File: src/rtl/bomb_center_controller.sv
// Top-level game sequencer for the bomb board.
// Broadcasts the round state and seed to every puzzle module, handshakes
// activation, counts strikes, tracks solved modules and runs the countdown.
// Everything the outside world sees comes straight from a register.

module bomb_center_controller #(
    parameter int N_MOD       = 4,
    parameter int MAX_STRIKES = 3,
    parameter int TICK_DIV    = 50000000,
    parameter int TIME_SEC    = 300,
    parameter int ACT_TIMEOUT = 1024,
    parameter int DET_CYCLES  = 100000000
) (
    input  logic             clk,
    input  logic             rst,
    input  logic             start,
    input  logic [31:0]      rnd_in,
    input  logic [N_MOD-1:0] mod_activated,
    input  logic [N_MOD-1:0] mod_failed,
    input  logic [N_MOD-1:0] mod_solved,
    output logic [2:0]       current_state,
    output logic [31:0]      rnd,
    output logic [2:0]       strikes,
    output logic [9:0]       time_left,
    output logic             strike_pulse,
    output logic             act_fault
);

    typedef enum logic [2:0] {
        IDLE              = 3'd0,
        ACTIVATING        = 3'd1,
        ACTIVATED         = 3'd2,
        DETONATING        = 3'd3,
        MISSION_FAILED    = 3'd4,
        MISSION_SUCCESSED = 3'd5
    } state_t;

    // Counter widths never drop to zero, even for degenerate parameter values.
    localparam int PW = (TICK_DIV > 1)    ? $clog2(TICK_DIV)    : 1;
    localparam int AW = (ACT_TIMEOUT > 1) ? $clog2(ACT_TIMEOUT) : 1;
    localparam int DW = (DET_CYCLES > 1)  ? $clog2(DET_CYCLES)  : 1;

    localparam logic [PW-1:0] PRESC_LAST   = PW'(TICK_DIV - 1);
    localparam logic [AW-1:0] ACT_LAST     = AW'(ACT_TIMEOUT - 1);
    localparam logic [DW-1:0] DET_LAST     = DW'(DET_CYCLES - 1);
    localparam logic [9:0]    TIME_INIT    = 10'(TIME_SEC);
    localparam logic [2:0]    STRIKE_MAX   = 3'(MAX_STRIKES);
    localparam logic [7:0]    STRIKE_MAX_W = 8'(MAX_STRIKES);

    state_t            state_q,   state_d;
    logic              start_q;
    logic [31:0]       rnd_q,     rnd_d;
    logic [2:0]        strikes_q, strikes_d;
    logic [9:0]        timeLeft_q, timeLeft_d;
    logic              pulse_q,   pulse_d;
    logic              fault_q,   fault_d;
    logic [PW-1:0]     presc_q,   presc_d;
    logic [AW-1:0]     actCnt_q,  actCnt_d;
    logic [DW-1:0]     detCnt_q,  detCnt_d;
    logic [N_MOD-1:0]  solved_q,  solved_d;

    logic              startRise;
    logic [7:0]        newStrikes;
    logic [7:0]        strikeSum;

    // Only the rising edge of the (already debounced) start button matters.
    assign startRise = start & ~start_q;

    // Number of strikes reported this cycle and the unsaturated running total;
    // the total is compared before clamping so over-shoot still detonates.
    always_comb begin
        newStrikes = '0;
        for (int i = 0; i < N_MOD; i++) begin
            newStrikes = newStrikes + 8'(mod_failed[i]);
        end
        strikeSum = 8'(strikes_q) + newStrikes;
    end

    // Round sequencing: next state plus the next value of every counter/latch.
    always_comb begin
        state_d    = state_q;
        rnd_d      = rnd_q;
        strikes_d  = strikes_q;
        timeLeft_d = timeLeft_q;
        pulse_d    = 1'b0;
        fault_d    = fault_q;
        presc_d    = presc_q;
        actCnt_d   = actCnt_q;
        detCnt_d   = detCnt_q;
        solved_d   = solved_q;

        case (state_q)
            IDLE: begin
                if (startRise) begin
                    rnd_d      = rnd_in;
                    strikes_d  = '0;
                    timeLeft_d = TIME_INIT;
                    solved_d   = '0;
                    actCnt_d   = '0;
                    state_d    = ACTIVATING;
                end
            end

            ACTIVATING: begin
                actCnt_d = actCnt_q + AW'(1);
                if (&mod_activated) begin
                    presc_d = '0;
                    state_d = ACTIVATED;
                end else if (actCnt_q == ACT_LAST) begin
                    fault_d = 1'b1;
                    state_d = MISSION_FAILED;
                end
            end

            ACTIVATED: begin
                solved_d = solved_q | mod_solved;

                if (newStrikes != 8'd0) begin
                    pulse_d   = 1'b1;
                    strikes_d = (strikeSum >= STRIKE_MAX_W) ? STRIKE_MAX : strikeSum[2:0];
                end

                if (presc_q == PRESC_LAST) begin
                    presc_d = '0;
                    if (timeLeft_q != 10'd0) begin
                        timeLeft_d = timeLeft_q - 10'd1;
                    end
                end else begin
                    presc_d = presc_q + PW'(1);
                end

                if (strikeSum >= STRIKE_MAX_W) begin
                    detCnt_d = '0;
                    state_d  = DETONATING;
                end else if (timeLeft_q == 10'd0) begin
                    detCnt_d = '0;
                    state_d  = DETONATING;
                end else if (&solved_q) begin
                    state_d = MISSION_SUCCESSED;
                end
            end

            DETONATING: begin
                if (detCnt_q == DET_LAST) begin
                    state_d = MISSION_FAILED;
                end else begin
                    detCnt_d = detCnt_q + DW'(1);
                end
            end

            MISSION_FAILED, MISSION_SUCCESSED: begin
                if (startRise) begin
                    fault_d = 1'b0;
                    state_d = IDLE;
                end
            end

            default: begin
                state_d = IDLE;
            end
        endcase
    end

    // State and datapath registers; reset wipes out any partial round.
    always_ff @(posedge clk or negedge rst) begin
        if (!rst) begin
            state_q    <= IDLE;
            start_q    <= 1'b0;
            rnd_q      <= '0;
            strikes_q  <= '0;
            timeLeft_q <= TIME_INIT;
            pulse_q    <= 1'b0;
            fault_q    <= 1'b0;
            presc_q    <= '0;
            actCnt_q   <= '0;
            detCnt_q   <= '0;
            solved_q   <= '0;
        end else begin
            state_q    <= state_d;
            start_q    <= start;
            rnd_q      <= rnd_d;
            strikes_q  <= strikes_d;
            timeLeft_q <= timeLeft_d;
            pulse_q    <= pulse_d;
            fault_q    <= fault_d;
            presc_q    <= presc_d;
            actCnt_q   <= actCnt_d;
            detCnt_q   <= detCnt_d;
            solved_q   <= solved_d;
        end
    end

    assign current_state = state_q;
    assign rnd           = rnd_q;
    assign strikes       = strikes_q;
    assign time_left     = timeLeft_q;
    assign strike_pulse  = pulse_q;
    assign act_fault     = fault_q;

endmodule

File: config.mk
export PLATFORM = sky130hd
export DESIGN_NAME = bomb_center_controller
export DESIGN_NICKNAME = d
export VERILOG_FILES = /design/src/rtl/bomb_center_controller.sv
export SDC_FILE = /design/constraint.sdc
export NUM_CORES = 1
export LEC_CHECK = 0
export BUFFER_PORTS_ARGS = -buffer_cell sky130_fd_sc_hd__buf_2
export CAP_MARGIN = 30
export CELL_PAD_IN_SITES_DETAIL_PLACEMENT = 1
export CELL_PAD_IN_SITES_GLOBAL_PLACEMENT = 2
export CORE_UTILIZATION = 30
export DETAILED_ROUTE_END_ITERATION = 16
export GPL_ROUTABILITY_DRIVEN = 0
export PLACE_DENSITY = 0.77
export SKIP_CTS_REPAIR_TIMING = 1
export SLEW_MARGIN = 20
export SYNTH_ARGS = -nofsm -noshare
export SYNTH_HDL_FRONTEND = slang
export SYNTH_SLANG_ARGS = --single-unit
File: constraint.sdc
create_clock -name clk -period 5.7 [get_ports clk]
set_input_delay 1.14 -clock clk [delete_from_list [all_inputs] [get_ports clk]]
set_output_delay 1.14 -clock clk [all_outputs]
set_load 0.01 [all_outputs]
# Yosys cells after proc, flatten, opt, wreduce, memory -nomap -nowiden
# Index checks and enable logic that the tools add are counted.
[totals]
mem_count = 0
latchBits = 0
regBits = 118
word_cells = 98
mem_bits_ro = 0
in_bits = 47
ram_bits = 0
[op_classes]
n_reduce_logical = 21
addsub = 8
n_shift = 0
div_mod_pow = 0
eq_ne = 21
magnitude_cmp = 1
n_bitwise = 3
n_mux = 33
n_mul = 0
[ops]
columns = ["cell", "count"]
rows = [
  ["2-to-1 mux 27 bit", 3],
  ["case mux 27 bit (2 select lines)", 1],
  ["2-to-1 mux 26 bit", 2],
  ["case mux 26 bit (2 select lines)", 1],
  ["2-to-1 mux 10 bit", 4],
  ["case mux 10 bit (2 select lines)", 2],
  ["2-to-1 mux 3 bit", 10],
  ["adder 27 x 1 -> 27 bit (second input constant)", 1],
  ["== test 27 bit (second input constant)", 1],
  ["adder 26 x 1 -> 26 bit (second input constant)", 1],
  ["== test 26 bit (second input constant)", 1],
  ["!= test 2 bit (second input constant)", 10],
  ["AND reduction 4 bit", 4],
  ["case mux 3 bit (5 select lines)", 1],
  ["adder 10 x 1 -> 10 bit (second input constant)", 1],
  ["== test 10 bit (second input constant)", 1],
  ["logical NOT 10 bit", 1],
  ["nonzero test 10 bit", 1],
  ["nonzero test 2 bit", 5],
  ["subtractor 10 x 1 -> 10 bit (second input constant)", 1],
  ["case mux 4 bit (2 select lines)", 1],
  ["AND reduction 2 bit", 4],
  ["nonzero test 8 bit", 1],
  ["== test 3 x 2 -> 1 bit (second input constant)", 2],
  ["other kinds (20)", 27],
]

# Longest topological paths before layout
# Gate-level depths: netlist of run 1.
[depth]
depth_word = 8
depth_mapped = 10

# Worst setup path before layout of run 1
# OpenSTA, ideal clock, no wires.
[synth_path]
path_type = "input port to flip-flop"
start = "input port mod_failed[0]"
end = "register state_q[1] (netlist: current_state[1])"
path_slack_ns = 2.202
arrival_time_ns = 3.367
required_ns = 5.569
stages = 9
setup_ns = 0.131
cell_sequence = "fa_1 > ha_1 > ha_1 > inv_1 > fa_1 > o21a_1 > nand4_1 > nand2_2 > or3_1"
[synth_between]
elab_chain_len = 7
word_cells_on_any_way = 9
classes_between = "add/sub: 4; order compare: 1; eq/ne: 1; mux: 2; reduce/logical: 1"
[synth_rtl]
columns = ["item", "line", "source"]
rows = [
  ["start, declared", "19", "input logic [N_MOD-1:0] mod_failed,"],
  ["adder 1 x 1 -> 2 bit *", "74", "newStrikes = newStrikes + 8'(mod_failed[i]);"],
  ["adder 2 x 1 -> 3 bit *", "74", ""],
  ["adder 3 x 1 -> 4 bit *", "74", ""],
  ["adder 3 x 4 -> 5 bit *", "76", "strikeSum = 8'(strikes_q) + newStrikes;"],
  [">= comparator 5 x 2 -> 1 bit *", "132", "if (strikeSum >= STRIKE_MAX_W) begin"],
  ["!= test 4 bit (no line) / 2-to-1 mux 3 bit (equally long branches)", "--", ""],
  ["AND reduction 5 bit (no line) / case mux 3 bit (5 select lines) (equally long branches)", "--", ""],
  ["end signal, assigned", "179", "state_q <= state_d;"],
  ["end, declared", "50", "state_t state_q, state_d;"],
]
# Every way passes the cells marked *; elsewhere a longest branch is shown, timed or not.
# A chain may end at the register's enable or synchronous reset.

# Final worst setup path of run 1
[layout_path]
start = "input port mod_failed[0]"
end = "register detCnt_q[1]"
[layout_between]
elab_chain_len = 7
word_cells_on_any_way = 9
classes_between = "add/sub: 4; order compare: 1; eq/ne: 1; mux: 2; reduce/logical: 1"
[layout_rtl]
columns = ["item", "line", "source"]
rows = [
  ["adder 1 x 1 -> 2 bit *", "74", ""],
  ["adder 2 x 1 -> 3 bit *", "74", ""],
  ["adder 3 x 1 -> 4 bit *", "74", ""],
  ["adder 3 x 4 -> 5 bit *", "76", ""],
  [">= comparator 5 x 2 -> 1 bit *", "132", ""],
  ["!= test 3 bit (no line) / 2-to-1 mux 27 bit (equally long branches)", "--", ""],
  ["AND reduction 3 bit (no line) / case mux 27 bit (2 select lines) (equally long branches)", "--", ""],
  ["end signal, assigned", "188", "detCnt_q <= detCnt_d;"],
  ["end, declared", "59", "logic [DW-1:0] detCnt_q, detCnt_d;"],
]
# Marks and branches as above.

==> summary.md, run 1 <==
| Metric | Value |
|---|---|
| Run status | `completed` |
| Peak supply drop | `roughly 0.23 mV` |
| CP Launch Type | `input port` |
| Detail Route Antenna Nets | `0` |
| DP Worst Slack | `roughly 1.5 ns` |
| Worst R2R Start | `time_left[0]$_DFFE_PN0P_` |
| Worst skew pair latency | `between 0.4 and 0.5 ns` |
| Flop2flop setup slack | `roughly 2.8 ns` |
| Synth cell types | `between 50 and 60` |
| Wirelength per Cell | `16.4 um` |
| Clk pin slew, worst setup/hold paths | `approximately 0.060 ns` |
| Fin Setup TNS | `0 ns` |
| Final core occ | `between 30% and 40%` |
| Detailed Route WL | `17100 um` |
| Seq cells post-synth | `roughly 120` |
| HP Class | `flop to flop` |
| CTS max path bufs | `2` |
| Die W | `approximately 140 um` |
| Slew HR | `between 40% and 50%` |
| Final hold slack | `around 0.47 ns` |
| First-pass GRT wire length | `roughly 29000 um` |
| Max stage delay cell, worst path | `a31oi_4` |
| Slew Viols, Final | `0` |
| Detailed Route Iter0 Violations | `278` |
| Gr usage total | `17.7%` |
| R2r endpoint | `detCnt_q[1]$_DFFE_PN0P_` |
| Final Setup Violations | `0` |
| Drc violations | `0` |
| WP buf/inv | `2` |
| Port bufs | `96` |
| Die area | `between 20000 and 25000 um^2` |
| CTS root buf | `clkbuf_16` |
| Worst path depth | `10` |
| Ratio of total power to cell area | `approximately 450 nW/um^2` |
| Die height | `143 um` |
| Worst-path maximum fanout | `28` |
| Register area share after synthesis | `about half` |
| Minimum clock period | `about 3.7 ns` |
| Critical Path, Cell by Cell | `buf_2 > fa_1 > ha_1 > ha_1 > inv_1 > fa_1 > o21a_1 > a31oi_4 > nand3b_1 > o21ai_0` |
| Slew @ Worst Pin | `around 0.86 ns` |
| Unrepaired setup endpoints after global routing | `false` |
| DP HPWL | `between 10000 and 15000 um` |
| Most frequent cells in the layout | `nand2_1 (143), dfrtp_1 (114), buf_2 (96)` |
| Mean post-synth cell area | `~9.0 um^2` |
| Initial Utilization | `about 31%` |
| Reg2Reg Depth | `7` |
| Worst Slack Setup Final | `1.99 ns` |
| Asr flop ratio synth | `between 90% and 100%` |
| P&R area growth vs syn | `23.5%` |
| DR vias | `approximately 5300` |
| FMAX | `about 270 MHz` |
| Nets | `817` |
| Final worst-path cycle share | `65.0%` |
| Synth Net Count | `just over 700` |
| MaxCap Viol Count | `0` |
| Layout Skew | `~0.0099 ns` |
| GRT overflow | `0` |
| Mapped cell area | `approximately 6000 um^2` |
| Worst hold start | `rnd[2]$_DFFE_PN0P_` |
| Initial DRT Pass Iterations | `4` |
| Hold endpoint | `rnd[2]$_DFFE_PN0P_` |
| Routed vias/inst | `a little over 5` |
| CTS tree | `yes` |
| Initial antenna violation count | `0` |
| Vias in the first global route | `roughly 5600` |
| Clock sinks | `~120` |
| Core Footprint | `~20000 um^2` |
| # IOs | `97` |
| Arrival @ worst endpoint | `4.00 ns` |
| Crit path max-delay family | `adder cells` |
| Hold depth | `2` |
| Antenna cells | `0` |
| Gate Count Post-Synth | `662` |
| Total number of H-tree levels | `4` |
| Yosys warning total | `0` |
| CP Data Required Time | `approximately 6.0 ns` |
| Crit end category | `flop` |
| Rows | `slightly above 50` |
| Most common cell after layout, fill and taps aside | `nand2_1` |
| Pin count of the biggest net entering global routing | `between 60 and 70` |
| Share of cells above drive strength 1 | `roughly a fifth` |
| Leakage | `roughly 3.3 nW` |
| Final hold vios | `0` |
| Top FF cell, synth | `dfrtp_1` |
| Crit Path Class | `input port to flop` |
| Post-synth EDFFs | `0` |
| CP max stage delay | `0.67 ns` |
| CTS buffer count | `17` |
worst max path at each step:
stage                   from                            to  slack, ns
2_1_floorplan  mod_failed[0]  current_state[1]$_DFFE_PN0P_       2.20
3_3_place_gp   mod_failed[0]       detCnt_q[1]$_DFFE_PN0P_       1.64
3_5_place_dp   mod_failed[0]       detCnt_q[0]$_DFFE_PN0P_       1.52
4_1_cts        mod_failed[0]       detCnt_q[0]$_DFFE_PN0P_       1.96
5_1_grt        mod_failed[0]       detCnt_q[0]$_DFFE_PN0P_       1.81
6_report       mod_failed[0]       detCnt_q[1]$_DFFE_PN0P_       1.99
metrics by stage:
step / cell area, um^2 / cells / power [mW]
after floorplan: 5980 / 662 / 1.84
after CTS: 7350 / 1035 / 3.34
after detailed placement: 6760 / 1003 / 2.25
after global placement: 6740 / 1002 / 2.17
after global routing: 7380 / 1037 / 3.52
final: 7380 / 1037 / 3.30
state kept, by name (all words and copies together), names as in the netlist:
name	flops
strikes	3
actCnt_q	10
start_q	1
act_fault	1
presc_q	26
detCnt_q	27
solved_q	4
current_state	3
time_left	10
rnd	32
strike_pulse	1
per-layer routing:
| metal | track usage, % | share of wire (%) |
|---|---|---|
| met1 | 23.0 | 46 |
| met2 | 29.4 | 51 |
| met3 | 3.89 | 2.4 |
| met4 | 5.09 | 1.0 |
| met5 | 0 | 0 |
kinds of logic after synthesis:
family,synth area share (%)
AO/OA/AOI/OAI,14.6
XOR/XNOR,2.34
adder cells (fa/ha/maj),2.55
multiplexers,0.690
buffers and inverters,2.87
flip-flops,49.5
AND/OR/NAND/NOR,27.4
area by class of cell:
type	count	area [um^2]
Tap cell	265	332
Fill cell	2341	12100
Sequential cell	118	2960
Clock inverter	14	150
Timing Repair Buffer	105	588
Multi-Input combinational cell	504	2870
Clock buffer	18	439
Inverter	13	48.8
cells in the mapped netlist (4+ instances only):
cell type  count  share of area, %
nand4_1       19               2.0
and4_1         6              0.88
dfrtp_1      114                48
ha_1           9               1.9
o31ai_1       10               1.3
a31oi_1       17               1.8
xnor2_1        8               1.2
nand2b_1       4              0.42
dfstp_2        4               1.8
nor2_1        45               2.8
clkbuf_1      17               1.1
or3_1         13               1.4
nor4_1        13               1.4
or4_1         14               1.8
o21ai_0       40               3.3
a21oi_1       32               2.7
buf_2          5              0.42
nand2_1      143               9.0
inv_1         13              0.82
xor2_1         8               1.2
a41oi_1        5              0.73
nor3b_1        5              0.63
and3_1         8              0.84
a21o_1        10               1.3
nand3_1       30               2.5
nor3_1        14               1.2
worst min-delay path, cell delays in order (launching register included):
cell,delay [ns]
dfrtp_1,0.33
nand2_1,0.05
nand2_1,0.05
where the power goes:
part	switching, mW	internal (mW)
clock network	0.414	0.657
logic	0.545	0.354
registers	0.241	1.09
total	1.20	2.10
Power figures use the tool's default switching activity.
==> inputs of run 2 (changes only) <==
--- a/config.mk
+++ b/config.mk
@@ -12,7 +12,7 @@
 export CORE_UTILIZATION = 30
 export DETAILED_ROUTE_END_ITERATION = 16
 export GPL_ROUTABILITY_DRIVEN = 0
-export PLACE_DENSITY = 0.77
+export PLACE_DENSITY = 0.8
 export SKIP_CTS_REPAIR_TIMING = 1
 export SLEW_MARGIN = 20
 export SYNTH_ARGS = -nofsm -noshare
==> constraint.sdc (replaced) <==
create_clock -name clk -period 3.39 [get_ports clk]
set_input_delay 0.678 -clock clk [delete_from_list [all_inputs] [get_ports clk]]
set_output_delay 0.678 -clock clk [all_outputs]
set_load 0.01 [all_outputs]
==> run 2 against run 1 <==
Sequential power grew 68%. Combinational power up 70%. Clock-buffer cell count unchanged. Clock power rose by 75%. Non-clock buffer count grew 4. Largest power group unchanged.
==> summary.md, run 2 (same netlist as run 1, synthesis figures left out) <==
| Metric | Value |
|---|---|
| Fin Setup TNS | `0 ns (unchanged)` |
| MaxCap Viol Count | `0 (unchanged)` |
| Peak supply drop | `0.330 mV (+41%)` |
| Pin count of the biggest net entering global routing | `55 (-19%)` |
| Leakage | `3.36 nW (+0.70%)` |
| Vias in the first global route | `5618 (+0.20%)` |
| Minimum clock period | `approximately 3.0 ns` |
| Worst skew pair latency | `0.42 ns (about the same)` |
| CTS tree | `yes` |
| Int Power | `3.61 mW (+72%)` |
| Wirelength per Cell | `16.6 um (+0.65%)` |
| Initial DRT Pass Iterations | `4 (unchanged)` |
| Arrival @ worst endpoint | `3.25 ns (-0.75 ns)` |
| Drc violations | `0 (unchanged)` |
| Flop2flop setup slack | `0.70 ns (-2.07 ns)` |
| Met1 Track Usage GR | `22.6% (-0.41 points)` |
| Slew Viols, Final | `0 (unchanged)` |
| Core Footprint | `19500 um^2 (unchanged)` |
| Detailed Route Iter0 Violations | `262 (-5.8%)` |
| Final Setup Violations | `0 (unchanged)` |
| DP HPWL | `12200 um (+2.8%)` |
| CP Launch Type | `input port` |
| Gr usage total | `17.8% (+0.12 points)` |
| Clock share of power | `33.2% (+0.7 points)` |
| Final worst-path cycle share | `just under 90%` |
| Max reg flops | `32 (unchanged)` |
| Clk pin slew, worst setup/hold paths | `0.06 ns (about the same)` |
| Clock sinks | `118 (unchanged)` |
| Initial antenna violation count | `0 (unchanged)` |
| CTS root buf | `clkbuf_16` |
| Power share of the combinational group | `27.2% (about the same)` |
| Die area | `20500 um^2 (unchanged)` |
| Crit end category | `flop` |
| GRT overflow | `0 (unchanged)` |
| Slew @ Worst Pin | `0.845 ns (-0.0148 ns)` |
| Die W | `143 um (unchanged)` |
| Detail Route Antenna Nets | `0 (unchanged)` |
| Share of power burned in registers | `39.5% (-0.7 points)` |
| Final core occ | `38.0% (+0.22 points)` |
| NetSw | `2.02 mW (+68%)` |
| Total number of H-tree levels | `4 (unchanged)` |
| Detailed Route WL | `17200 um (+1.0%)` |
| Layout Skew | `0.00691 ns (-0.00298 ns)` |
| Fin area | `7430 um^2 (+0.58%)` |
| Run status | `completed` |
| DP Worst Slack | `-0.0168 ns (-1.53 ns)` |
| Routed vias/inst | `5.25 (+1.8%)` |
| Worst R2R Start | `time_left[0]$_DFFE_PN0P_` |
| Multi-input gate area | `2860 um^2 (-0.26%)` |
| Worst-path maximum fanout | `24 (-14%)` |
| DR vias | `5463 (+2.2%)` |
| Nets | `821 (+0.49%)` |
| Unrepaired setup endpoints after global routing | `false` |
| HP Class | `input port to asynchronous set/reset pin` |
| Die height | `143 um (unchanged)` |
| Most Used Layer, Global Route | `met2` |
| Sequential Area | `2960 um^2 (unchanged)` |
| Port bufs | `96 (unchanged)` |
| Final hold vios | `0 (unchanged)` |
| CTS max path bufs | `2 (unchanged)` |
| Rows | `51 (unchanged)` |
| Net Sw Frac | `35.9% (-0.54 points)` |
| Initial Utilization | `30.6% (unchanged)` |
| # IOs | `97 (unchanged)` |
| Worst Slack Setup Final | `0.438 ns (-1.55 ns)` |
| Reg2Reg Depth | `7 (unchanged)` |
| GR Util met3 | `4.39% (+0.50 points)` |
| Antenna cells | `0 (unchanged)` |
| FMAX | `339 MHz` |
| First-pass GRT wire length | `28600 um (-0.27%)` |
| CTS buffer count | `17 (unchanged)` |
| Fillers | `2330 (-0.47%)` |
| Crit Path Class | `input port to flop` |
| Ratio of total power to cell area | `758 nW/um^2 (+70%)` |
| Most frequent cells in the layout | `nand2_1 (143), dfrtp_1 (114), buf_2 (96)` |
| Share of cells above drive strength 1 | `20.6% (+0.41 points)` |
| Slew HR | `43.2% (+1.0 points)` |
| Global-route met2 utilization | `29.5% (+0.077 points)` |
| CP Data Required Time | `3.69 ns (-2.31 ns)` |
| P&R area growth vs syn | `24.2%` |
| R2r endpoint | `time_left[7]$_DFFE_PN0P_` |
| Most common cell after layout, fill and taps aside | `nand2_1` |
| Dpl cell area | `6810 um^2 (+0.70%)` |
## run 2: cell count changes in the layout (fill, tap and decap cells not counted), sizes merged
cell / change
buf: +4
clkinvlp: +1
bufinv: +1
inv: -2
## run 2: how the worst max path moves through the flow
stage | start | end | slack [ns] | depth (start not counted)
5_1_grt | mod_failed[0] | current_state[2]$_DFFE_PN0P_ | 0.27 | 11
3_5_place_dp | mod_failed[0] | detCnt_q[24]$_DFFE_PN0P_ | -0.02 | 10
3_3_place_gp | mod_failed[0] | detCnt_q[14]$_DFFE_PN0P_ | 0.1 | 10
2_1_floorplan | mod_failed[0] | current_state[1]$_DFFE_PN0P_ | 0.35 | 9
4_1_cts | mod_failed[0] | detCnt_q[21]$_DFFE_PN0P_ | 0.44 | 10
6_report | mod_failed[0] | detCnt_q[21]$_DFFE_PN0P_ | 0.44 | 10
## run 2: metal layers
metal / vias to the layer above / share of wire, %
met5: - / 0
met4: 0 / 1.5
met3: 22 / 3.8
met2: 70 / 50
met1: 2771 / 45
li1: 2600 / -
## run 2: worst max-delay path, cell delays in order
cell,delay [ns]
buf_2,0.11
fa_1,0.52
ha_1,0.20
ha_1,0.32
inv_1,0.08
fa_1,0.40
mux2_2,0.33
a31oi_4,0.20
buf_4,0.32
nor2_1,0.09
## run 2: layout make-up
| cell class | instances | area share (%) |
|---|---|---|
| Clock buffer | 18 | 5.91 |
| Clock inverter | 14 | 2.39 |
| Inverter | 13 | 0.657 |
| Multi-Input combinational cell | 504 | 38.5 |
| Sequential cell | 118 | 39.8 |
| Tap cell | 265 | 4.46 |
| Timing Repair Buffer | 109 | 8.22 |
## run 2: power by group through the flow
stage                     Clock (mW)  Combinational, mW  Sequential (mW)
after floorplan                    0              0.860             2.24
after global placement             0               1.47             2.21
after detailed placement           0               1.56             2.24
after CTS                       1.92               1.56             2.23
after global routing            1.98               1.74             2.30
final                           1.87               1.53             2.23
## run 2: stage by stage
step	total power, mW	std cells	hold WS (ns)
after floorplan	3.10	662	0.382
after global placement	3.68	1007	0.453
after detailed placement	3.80	1009	0.460
after CTS	5.71	1041	0.343
after global routing	6.02	1041	0.366
final	5.63	1041	0.316
